### src/rtl/uart_pkg.sv
// Shared UART definitions: arbiter state encoding and default character width.
package uart_pkg;

   localparam int UART_DATA_BITS = 8;

   typedef enum logic [1:0] {
      ARB       = 2'b00,
      ISSUE     = 2'b01,
      WAIT_LOW  = 2'b10,
      WAIT_HIGH = 2'b11
   } arb_state_t;

endpackage

### src/rtl/rr_select.sv
// Round-robin winner search: first eligible requester at or after ptr, wrapping around.
module rr_select #(
   parameter  int NUM_REQ = 4,
   localparam int IW      = $clog2(NUM_REQ)
) (
   input  logic [NUM_REQ-1:0] eligible,
   input  logic [IW-1:0]      ptr,
   output logic               found,
   output logic [IW-1:0]      index
);

   localparam logic [IW:0] NREQ_W = (IW+1)'(NUM_REQ);

   logic [2*NUM_REQ-1:0] w_dbl;
   logic [2*NUM_REQ-1:0] w_shift;
   logic [NUM_REQ-1:0]   w_rot;
   logic [IW-1:0]        w_offset;
   logic [IW:0]          w_sum;
   logic [IW:0]          w_wrap;

   // Doubling the vector turns the wrap-around search into a plain shift.
   assign w_dbl   = {eligible, eligible};
   assign w_shift = w_dbl >> ptr;
   assign w_rot   = w_shift[NUM_REQ-1:0];
   assign found   = |eligible;

   always_comb begin
      w_offset = '0;
      for (int k = NUM_REQ - 1; k >= 0; k--) begin
         if (w_rot[k]) begin
            w_offset = IW'(k);
         end
      end
   end

   assign w_sum  = {1'b0, ptr} + {1'b0, w_offset};
   assign w_wrap = w_sum - NREQ_W;
   assign index  = (w_sum >= NREQ_W) ? w_wrap[IW-1:0] : w_sum[IW-1:0];

endmodule

### src/rtl/uart_tx_arbiter.sv
// Round-robin arbiter feeding one character at a time from several requesters
// into a single UART transmitter, with a sticky flag for a transmitter that never goes busy.
module uart_tx_arbiter
   import uart_pkg::*;
#(
   parameter  int NUM_REQ    = 4,
   parameter  int DATA_BITS  = UART_DATA_BITS,
   parameter  int WAIT_LIMIT = 4,
   localparam int IW         = $clog2(NUM_REQ)
) (
   input  logic                         clk,
   input  logic                         rst,
   input  logic [NUM_REQ-1:0]           req_valid,
   input  logic [NUM_REQ*DATA_BITS-1:0] req_data,
   input  logic [NUM_REQ-1:0]           enable_mask,
   output logic [NUM_REQ-1:0]           req_ready,
   output logic                         tx_valid,
   output logic [DATA_BITS-1:0]         tx_data,
   input  logic                         tx_ready,
   output logic                         busy,
   output logic [IW-1:0]                grant_id,
   output logic                         err
);

   localparam int            CW        = $clog2(WAIT_LIMIT + 1);
   localparam logic [IW-1:0] LAST_ID   = IW'(NUM_REQ - 1);
   localparam logic [CW-1:0] STALL_MAX = CW'(WAIT_LIMIT - 1);

   arb_state_t           r_state;
   arb_state_t           w_state_next;
   logic [IW-1:0]        r_ptr;
   logic [IW-1:0]        r_grant_id;
   logic [DATA_BITS-1:0] r_tx_data;
   logic [CW-1:0]        r_stall_cnt;
   logic                 r_err;

   logic [NUM_REQ-1:0]   w_eligible;
   logic                 w_found;
   logic [IW-1:0]        w_index;
   logic [DATA_BITS-1:0] w_data [NUM_REQ];
   logic                 w_latch;
   logic                 w_advance;
   logic                 w_stall_inc;
   logic                 w_stall_clr;
   logic                 w_set_err;

   genvar gi;
   generate
      for (gi = 0; gi < NUM_REQ; gi++) begin : g_unpack
         assign w_data[gi] = req_data[gi*DATA_BITS +: DATA_BITS];
      end
   endgenerate

   assign w_eligible = req_valid & enable_mask;

   rr_select #(
      .NUM_REQ (NUM_REQ)
   ) u_rr_select (
      .eligible (w_eligible),
      .ptr      (r_ptr),
      .found    (w_found),
      .index    (w_index)
   );

   always_ff @(posedge clk) begin
      if (rst) begin
         r_state <= ARB;
      end else begin
         r_state <= w_state_next;
      end
   end

   always_comb begin
      w_state_next = r_state;
      tx_valid     = 1'b0;
      req_ready    = '0;
      w_latch      = 1'b0;
      w_advance    = 1'b0;
      w_stall_inc  = 1'b0;
      w_stall_clr  = 1'b0;
      w_set_err    = 1'b0;
      case (r_state)
         ARB: begin
            if (tx_ready && w_found) begin
               w_latch      = 1'b1;
               w_state_next = ISSUE;
            end
         end
         ISSUE: begin
            tx_valid              = 1'b1;
            req_ready[r_grant_id] = 1'b1;
            w_advance             = 1'b1;
            w_stall_clr           = 1'b1;
            w_state_next          = WAIT_LOW;
         end
         WAIT_LOW: begin
            // ready staying high for the first cycle here is normal; only a long stall is an error
            if (!tx_ready) begin
               w_stall_clr  = 1'b1;
               w_state_next = WAIT_HIGH;
            end else if (r_stall_cnt == STALL_MAX) begin
               w_set_err    = 1'b1;
               w_stall_clr  = 1'b1;
               w_state_next = ARB;
            end else begin
               w_stall_inc = 1'b1;
            end
         end
         WAIT_HIGH: begin
            if (tx_ready) begin
               w_state_next = ARB;
            end
         end
         default: w_state_next = ARB;
      endcase
   end

   always_ff @(posedge clk) begin
      if (rst) begin
         r_ptr       <= '0;
         r_grant_id  <= '0;
         r_tx_data   <= '0;
         r_stall_cnt <= '0;
         r_err       <= 1'b0;
      end else begin
         if (w_latch) begin
            r_tx_data  <= w_data[w_index];
            r_grant_id <= w_index;
         end
         if (w_advance) begin
            r_ptr <= (r_grant_id == LAST_ID) ? '0 : r_grant_id + 1'b1;
         end
         if (w_stall_clr) begin
            r_stall_cnt <= '0;
         end else if (w_stall_inc) begin
            r_stall_cnt <= r_stall_cnt + 1'b1;
         end
         if (w_set_err) begin
            r_err <= 1'b1;
         end
      end
   end

   assign tx_data  = r_tx_data;
   assign grant_id = r_grant_id;
   assign err      = r_err;
   assign busy     = (r_state != ARB);

endmodule

### config.mk
export PLATFORM = sky130hd
export DESIGN_NAME = uart_tx_arbiter
export DESIGN_NICKNAME = d
export VERILOG_FILES = /design/src/rtl/uart_pkg.sv /design/src/rtl/rr_select.sv /design/src/rtl/uart_tx_arbiter.sv
export SDC_FILE = /design/constraint.sdc
export NUM_CORES = 1
export LEC_CHECK = 0
export BUFFER_PORTS_ARGS = -buffer_cell sky130_fd_sc_hd__buf_4
export CAP_MARGIN = 20
export CORE_MARGIN = 4
export CORE_UTILIZATION = 52
export DETAILED_ROUTE_END_ITERATION = 16
export PLACE_DENSITY_LB_ADDON = 0.08
export SLEW_MARGIN = 15
export SYNTH_ARGS = -nofsm -noshare
export SYNTH_HDL_FRONTEND = slang
export SYNTH_SLANG_ARGS = --single-unit
### constraint.sdc
create_clock -name clk -period 6.1 [get_ports clk]
set_clock_uncertainty 0.05 [all_clocks]
set_input_delay 0.305 -clock clk [delete_from_list [all_inputs] [get_ports clk]]
set_output_delay 0.305 -clock clk [all_outputs]
set_load 0.02 [all_outputs]
# Word-level counts from Yosys, hierarchy flattened
# Index checks and enable logic that the tools add are counted.
# word_totals
reg_bits,18
inputBits,43
elab_cells,60
# classes
addsub,4
order_cmp,4
eq_ne,8
shift,1
mux,28
bitwise,2
n_reduce_logical,7
# op_table
operator,n
2-to-1 mux 2 bit,10
binary-select mux 8 bit (select 2 bit),1
2-to-1 mux 8 bit,2
2-to-1 mux 1 bit,11
one-hot mux 2 bit (4 select lines),1
right shift 8 x 2 -> 4 bit,1
"equality test 2 bit, second input constant",3
">= comparator 3 bit, second input constant",2
bitwise AND 4 bit,1
2-to-1 mux 4 bit,1
"!= test 2 bit, second input constant",2
OR reduction 4 bit,1
adder 2 x 2 -> 3 bit,1
"adder 3 x 1 -> 3 bit, second input constant",1
"equality test 3 x 2 -> 1 bit, second input constant",1
"< comparator 2 x 3 -> 1 bit, second input constant",1
"!= test 3 bit, second input constant",1
inverter 2 -> 3 bit,1
AND reduction 3 bit,1
"adder 2 x 1 -> 2 bit, second input constant",1
demux 1 bit (select 2 bit),1
"equality test 2 x 1 -> 1 bit, second input constant",1
">= comparator 2 x 1 -> 1 bit, second input constant",1
logical AND 1 bit,2
5 further kinds,5

# Logic depth before layout (Yosys ltp)
# Gate-level depths: netlist of the first run.
# depth
depth_word,13
depth_mapped,12

# Cells and area by module
# Synthesis of the first run repeated with hierarchy kept, for this count alone.
# hier_totals
cells_unflattened,147
hier_area_um2,1276.2
# by_module_without_submodules
module,n_inst,cells_each,area_per_inst_um2
uart_tx_arbiter,1,120,1097.3
rr_select,1,27,178.9

# Worst setup path before layout of the first run
# OpenSTA, ideal clock, no wires.
# synth_path
path_type,register to register
startpoint,reg r_ptr[0]
endpoint,"reg r_tx_data[7], in the netlist tx_data[7]"
setup_time_ns,0.136
t_arrival_ns,2.744
t_required_ns,5.914
setup_slack_ns,3.170
stages_incl_launch_ff,12
path_buffers,3
period_less_slack_ns,2.930
cell_sequence,dfxtp_1 buf_6 mux2_2 o21ai_0 a21oi_1 a31o_2 ha_1 buf_2 buf_1 mux2_2 a311oi_1 o31ai_2
# synth_between
elab_chain_cells,12
elab_cells_between_ends,13
# synth_rtl
item,line_no,rtl
start: declaration,uart_tx_arbiter.sv:31,logic [IW-1:0] r_ptr;
start signal: assignment,uart_tx_arbiter.sv:131,r_ptr <= (r_grant_id == LAST_ID) ? '0 : r_grant_id + 1'b1;
right shift 8 x 2 -> 4 bit,rr_select.sv:23,assign w_shift = w_dbl >> ptr;
2-to-1 mux 2 bit (4 in series),rr_select.sv:30,if (w_rot[k]) begin
adder 2 x 2 -> 3 bit *,rr_select.sv:36,"assign w_sum = {1'b0, ptr} + {1'b0, w_offset};"
>= comparator 3 bit or subtractor 2 x 1 -> 2 bit (tied branches),"rr_select.sv:38, rr_select.sv:37",
2-to-1 mux 2 bit *,rr_select.sv:38,assign index = (w_sum >= NREQ_W) ? w_wrap[IW-1:0] : w_sum[IW-1:0];
net u_rr_select.index[0],rr_select.sv:9,output logic [IW-1:0] index
inverter 2 -> 3 bit (implied by the code) *,uart_tx_arbiter.sv:127,r_tx_data <= w_data[w_index];
binary-select mux 8 bit (select 2 bit) *,uart_tx_arbiter.sv:127,
2-to-1 mux 8 bit (implied by the code) * (2 in series),uart_tx_arbiter.sv:127,
end signal: assignment,uart_tx_arbiter.sv:127,
end: declaration,uart_tx_arbiter.sv:33,logic [DATA_BITS-1:0] r_tx_data;
# The timed path passes the listed nets; every way through them passes the cells marked *. The select of a mux whose other input is x is not followed.
# A chain may end at the register's enable or synchronous reset.

# Worst setup path in the final report of the first run
# layout_path
startpoint,reg r_ptr[0]
endpoint,"reg r_tx_data[2], in the netlist tx_data[2]"
# The elaborated chain is that of the path after synthesis.

==> flow_metrics.env, run 1 <==
export IMPL_outcome="completed"
export IMPL_grt_max_degree=18
export IMPL_ioPinCount=60
export IMPL_slowest_delay_ps=790
export IMPL_critical_path_class="register to register"
export IMPL_clock_latency_ps=300
export IMPL_startpoint_type="register"
export IMPL_synth_edf_count=0
export IMPL_slew_headroom=0.414
export IMPL_cts_setup_buffers=0
export IMPL_path_clk_slew_ps=110
export IMPL_htreeDepth=1
export IMPL_design_area_um2=2000
export IMPL_clock_sinks=18
export IMPL_yosys_warnings=0
export IMPL_synth_cell_types=39
export IMPL_first_pass_iters=4
export IMPL_vias=1499
export IMPL_drive_above_1_share=0.405
export IMPL_worstSetupEndpointType="register"
export IMPL_numCtsBuffers=3
export IMPL_antenna_found_initial=0
export IMPL_syn_num_nets=219
export IMPL_timing_hold_ws_ps=195
export IMPL_wl_per_cell_um=16.1
export IMPL_place_area_um2=1970
export IMPL_hpwl_um=3200
export IMPL_drt_initial_drc_count=80
export IMPL_critical_path_required_ps=6220
export IMPL_critPathMaxFanout=17
export IMPL_cts_tree="built"
export IMPL_crit_slowest_cell="ha_1"
export IMPL_grt_pass1_wl_um=7040
export IMPL_p_leak_nw=0.880
export IMPL_gp_congestion=0.799
export IMPL_tightest_slew_ps=872
export IMPL_hp_class="input port to register"
export IMPL_grt_use_total=0.212
export IMPL_critPathArrivalTime_ps=3340
export IMPL_setup_tns_ps=0
export IMPL_cts_root_buf="clkbuf_4"
export IMPL_crit_family="multiplexers"
export IMPL_drt_wl_total_um=4030
export IMPL_setup_ws_ps=2880
export IMPL_ys_ff_latch=18
export IMPL_synth_area_leaders="dfxtp_1 24%, ha_1 9.9%, mux2i_1 8.5%"
export IMPL_synthFlopType="dfxtp_1"
export IMPL_layout_cells_non_filler=251
export IMPL_portBuffers=59
export IMPL_dr_max_layer_used="met4"
export IMPL_num_antenna_cells=0
export IMPL_cap_violations=0
export IMPL_nets=276
export IMPL_rsz0062_at_grt="no"
export IMPL_die_w_um=62.1
export IMPL_yosysSeqAreaShare=0.236
export IMPL_die_area_um2=3860
export IMPL_path_cells="mux2_2 > o21ai_0 > a21oi_1 > a31o_2 > ha_1 > mux2_2 > a311oi_1 > o31ai_2"
export IMPL_dr_wl_met3_um=263
export IMPL_cp_num_buf_inv=0
export IMPL_hold_viol_final=0
export IMPL_syn_cell_area_um2=1520
export IMPL_fin_crit_sh=0.528
export IMPL_hold_buffers=0
export IMPL_powerDensity_nw_per_um2=384
export IMPL_met1Wirelength_um=1680
export IMPL_overflow=0
export IMPL_cts_buffer_depth=2
export IMPL_slew_violations=0
export IMPL_synth_top_area_cell="dfxtp_1"
export IMPL_syn_avg_cell_area_um2=9.29
export IMPL_die_height_um=62.1
export IMPL_postSynthCellCount=164
export IMPL_crit_top_cell="mux2_2"
export IMPL_wl_met2_um=2040
export IMPL_ant_nets=0
export IMPL_max_freq_mhz=311
export IMPL_period_needed_ps=3220
export IMPL_syn_to_final_growth_pct=31.4
export IMPL_core_area_um2=2780
export IMPL_synthArstFlopShare=0
export IMPL_vdd_drop_max_v=0.000383
export IMPL_grt_pass1_vias=1529
export IMPL_netlist_top_cells_count="18 x dfxtp_1, 18 x nand2_1, 13 x mux2i_1"
export IMPL_finalSetupViolCount=0
export IMPL_post_cts_resize_count=0
export IMPL_synth_top_area_share=0.236
export IMPL_drc=0
export IMPL_rows=19
export IMPL_vias_per_cell=5.97
export IMPL_dp_cells=247
export IMPL_pre_cts_ws_ps=2950
export IMPL_start_util=0.548
export IMPL_fillers=219
[sequential cells by signal, indices dropped and copies added, names as in the netlist]
name / count
tx_data: 8
r_stall_cnt: 3
r_state: 2
grant_id: 2
err: 1
r_ptr: 2
[cell type report]
type	count	area [um^2]	share of cell area
well taps	31	38.8	0.0194
flip-flops and latches	18	360	0.180
repair buffers	59	443	0.221
multi-input cells	130	1090	0.544
clock buffers	4	36.3	0.0181
inverters	9	33.8	0.0169
[cells in the final DEF (no fill, tap or decap), types with 2 or more instances in the layout]
cell type   n
and2_1      4
nor2_1      9
a31oi_1     2
o31ai_2     8
nand3b_1    2
inv_1       9
o41a_1      8
o21ai_0     5
a211oi_1    2
ha_1       12
clkbuf_4    3
buf_4      59
mux2_2      9
dfxtp_1    18
a311oi_1   10
nand3_1     4
nand2_1    18
a21oi_1     7
mux2i_1    13
[where the power goes]
group          total (W)  switching [W]  internal [W]
registers       0.000185      0.0000367      0.000148
logic           0.000508       0.000274      0.000234
clock network  0.0000757      0.0000393     0.0000364
total           0.000768       0.000350      0.000418
[layer usage]
metal,vias up,track usage
met5,-,0
met4,0,0.0488
met3,6,0.0486
met2,49,0.363
met1,707,0.267
li1,737,-
[through the flow]
| stage | total power, W | utilization |
|---|---|---|
| 2_1_floorplan | 0.000560 | - |
| 3_3_place_gp | 0.000672 | 0.707 |
| 6_report | 0.000768 | 0.720 |
| 5_1_grt | 0.000826 | 0.720 |
| 4_1_cts | 0.000769 | 0.720 |
| 3_5_place_dp | 0.000692 | 0.707 |
[worst paths after layout]
path	startpoint	endpoint	slack [ps]	cells past startpoint
min	rst	grant_id[0]	190	2
max	r_ptr[0]	tx_data[2]	2880	8
max reg2reg	r_ptr[0]	tx_data[2]	2880	8
min reg2reg	tx_data[6]	tx_data[6]	430	2
[worst register-to-register path, delay by kind of cell (launching register included)]
kind                       cells  cell delay, ps
muxes                          2             830
adders and majority gates      1             790
AOI/OAI and AO/OA              5             790
DFF                            1             620
[cells by family after synthesis]
| kind of cell | Yosys count | synth area share |
|---|---|---|
| AOI/OAI and AO/OA | 51 | 0.312 |
| xor gates and xnor gates | 1 | 0.00575 |
| adders and majority gates | 12 | 0.0985 |
| buffers and inverters | 16 | 0.0484 |
| DFF | 18 | 0.236 |
| muxes | 22 | 0.152 |
| and+or+nand+nor | 44 | 0.147 |
Power figures use the tool's default switching activity.
==> inputs of run 2 (changes only) <==
--- a/config.mk
+++ b/config.mk
@@ -5,10 +5,11 @@
 export SDC_FILE = /design/constraint.sdc
 export NUM_CORES = 1
 export LEC_CHECK = 0
+export ABC_AREA = 1
 export BUFFER_PORTS_ARGS = -buffer_cell sky130_fd_sc_hd__buf_4
 export CAP_MARGIN = 20
 export CORE_MARGIN = 4
-export CORE_UTILIZATION = 52
+export CORE_UTILIZATION = 48
 export DETAILED_ROUTE_END_ITERATION = 16
 export PLACE_DENSITY_LB_ADDON = 0.08
 export SLEW_MARGIN = 15
==> constraint.sdc (replaced) <==
create_clock -name clk -period 3.1 [get_ports clk]
set_clock_uncertainty 0.05 [all_clocks]
set_input_delay 0.155 -clock clk [delete_from_list [all_inputs] [get_ports clk]]
set_output_delay 0.155 -clock clk [all_outputs]
set_load 0.02 [all_outputs]
==> flow_metrics.env, run 2 <==
export IMPL_outcome="completed"
export IMPL_ant_nets=0
export IMPL_hold_viol_final=0
export IMPL_clock_latency_ps=300
export IMPL_synthFlopType="dfxtp_1"
export IMPL_finalSetupViolCount=0
export IMPL_synth_top_area_share=0.250
export IMPL_p_sw_frac=0.477
export IMPL_p_int_w=0.000708
export IMPL_largest_register_ffs=8
export IMPL_syn_num_nets=266
export IMPL_max_freq_mhz=407
export IMPL_syn_cell_area_um2=1440
export IMPL_p_leak_nw=1.01
export IMPL_cts_root_buf="clkbuf_4"
export IMPL_rows=19
export IMPL_final_common_cell="buf_4"
export IMPL_nets=325
export IMPL_power_frac_seq=0.239
export IMPL_fillers=257
export IMPL_period_needed_ps=2460
export IMPL_syn_to_final_growth_pct=33.1
export IMPL_critPathArrivalTime_ps=2600
export IMPL_ioPinCount=60
export IMPL_die_area_um2=3950
export IMPL_hp_class="input port to register"
export IMPL_portBuffers=59
export IMPL_cts_buffer_depth=2
export IMPL_num_antenna_cells=0
export IMPL_tightest_slew_ps=424
export IMPL_cts_setup_buffers=0
export IMPL_synth_top_area_cell="dfxtp_1"
export IMPL_cts_tree="built"
export IMPL_htreeDepth=1
export IMPL_cap_violations=0
export IMPL_crit_start="r_ptr[0]"
export IMPL_drive_above_1_share=0.325
export IMPL_wl_per_cell_um=11.4
export IMPL_ys_ff_latch=18
export IMPL_vdd_drop_max_v=0.000409
export IMPL_synth_edf_count=0
export IMPL_fin_crit_sh=0.793
export IMPL_reg2regPathDepth=13
export IMPL_post_cts_resize_count=0
export IMPL_dp_cells=295
export IMPL_gp_congestion=0.836
export IMPL_multi_input_area_um2=957
export IMPL_crit_end="tx_data[6]"
export IMPL_yosys_warnings=0
export IMPL_overflow=0
export IMPL_powerDensity_nw_per_um2=704
export IMPL_vias_per_cell=5.04
export IMPL_timing_hold_ws_ps=126
export IMPL_p_sw_w=0.000645
export IMPL_numCtsBuffers=3
export IMPL_drc=0
export IMPL_yosys_cell_count_top_type="nand2_1"
export IMPL_place_area_um2=1890
export IMPL_die_w_um=62.8
export IMPL_r2r_slack_ps=640
export IMPL_worstSetupEndpointType="register"
export IMPL_grt_use_total=0.186
export IMPL_seq_area_um2=360
export IMPL_syn_avg_cell_area_um2=6.84
export IMPL_startpoint_type="register"
export IMPL_critPathMaxFanout=13
export IMPL_setup_tns_ps=0
export IMPL_drt_initial_drc_count=103
export IMPL_critical_path_required_ps=3240
export IMPL_hpwl_um=2730
export IMPL_slew_violations=0
export IMPL_design_area_um2=1920
export IMPL_hold_buffers=1
export IMPL_netlist_top_cells_count="57 x nand2_1, 22 x nor2_1, 18 x dfxtp_1, 18 x inv_1, 17 x nand3_1"
export IMPL_rsz0062_at_grt="no"
export IMPL_power_frac_comb=0.676
export IMPL_layout_common_cells="61 x buf_4, 57 x nand2_1, 22 x nor2_1"
export IMPL_layout_cells_non_filler=299
export IMPL_path_clk_slew_ps=100
export IMPL_slew_headroom=0.717
export IMPL_die_height_um=62.8
export IMPL_grt_pass1_vias=1420
export IMPL_grt_pass1_wl_um=6040
export IMPL_clock_sinks=18
export IMPL_rr_startpoint="r_ptr[0]"
export IMPL_pwr_share_clk=0.085
export IMPL_postSynthCellCount=211
export IMPL_synth_cell_types=28
export IMPL_critical_path_class="register to register"
export IMPL_vias=1506
export IMPL_synthArstFlopShare=0
export IMPL_grt_max_degree=21
export IMPL_timing_rr_end="tx_data[6]"
export IMPL_start_util=0.515
export IMPL_antenna_found_initial=0
export IMPL_first_pass_iters=5
export IMPL_core_area_um2=2810
export IMPL_yosysSeqAreaShare=0.250
export IMPL_synth_area_leaders="dfxtp_1 25%, nand2_1 15%, ha_1 10%"
export IMPL_drt_wl_total_um=3410
[run 2: cell count changes in the layout (fill, tap and decap cells not counted), moves of 4 or more]
| cell | previous run | this run |
|---|---|---|
| o41a_1 | 8 | 0 |
| mux2_2 | 9 | 3 |
| mux2i_1 | 13 | 8 |
| a21oi_2 | 0 | 8 |
| inv_1 | 9 | 18 |
| nand2_2 | 0 | 4 |
| nand2_1 | 18 | 57 |
| a311oi_1 | 10 | 0 |
| nand3_1 | 4 | 17 |
| nor2_1 | 9 | 22 |
| o31ai_2 | 8 | 0 |
| and2_1 | 4 | 0 |
| o21ai_0 | 5 | 14 |
[run 2: power groups by stage]
| stage | Clock, W | Combinational [W] | Sequential (W) |
|---|---|---|---|
| after CTS | 0.000123 | 0.000924 | 0.000323 |
| after detailed placement | 0 | 0.000920 | 0.000327 |
| after floorplan | 0 | 0.000684 | 0.000355 |
| final | 0.000115 | 0.000915 | 0.000323 |
| after global routing | 0.000131 | 0.00103 | 0.000332 |
| after global placement | 0 | 0.000912 | 0.000327 |
[run 2: cell type report]
type,count,area share
timing repair buffer,62,0.243
sequential,18,0.188
inverter,20,0.0391
tap,31,0.0202
multi-input combinational,165,0.498
clock buffer,3,0.0117
[run 2: kinds of logic (layout without fill, tap and decap cells)]
kind of cell	Yosys count	after routing	share of synthesized area
AO/OA/AOI/OAI	33	33	0.141
XOR/XNOR	1	1	0.00607
adder cells (fa/ha/maj)	12	12	0.104
buffers and inverters	28	85	0.0875
flip-flops	18	18	0.250
multiplexers	11	11	0.0789
AND/OR/NAND/NOR	108	108	0.333
[run 2: metrics by stage]
stage / utilization / worst slack (ps) / total power [W]
finish: 0.685 / 643 / 0.00135
CTS: 0.685 / 655 / 0.00137
global route: 0.685 / 378 / 0.00149
global placement: 0.674 / 715 / 0.00124
detailed placement: 0.674 / 672 / 0.00125
floorplan: - / 839 / 0.00104
[run 2: how the worst min path moves through the flow]
stage | start | end | slack (ps) | depth (start not counted)
after floorplan | rst | err | 170 | 1
after global placement | rst | err | 300 | 2
after detailed placement | rst | r_state[1] | 300 | 2
after CTS | tx_ready | err | 110 | 3
after global routing | tx_ready | err | 110 | 3
final | tx_ready | err | 130 | 3
[run 2: critical path: stages, from the launching register on]
cell	delay, ps
dfxtp_1	480
inv_2	100
nand2_1	100
nand2_1	50
nand2_1	60
nand2_2	70
a31oi_1	150
nor2_1	60
ha_1	540
buf_4	240
mux2i_1	230
a21oi_2	50
nor2_1	110
nor2_1	50
[run 2: routing by layer]
metal,part of all wire,up-vias,GRT usage
met4,0.0035,0,0.0496
li1,-,802,-
met3,0.084,2,0.0665
met1,0.43,651,0.221
met5,0,-,0
met2,0.48,51,0.316
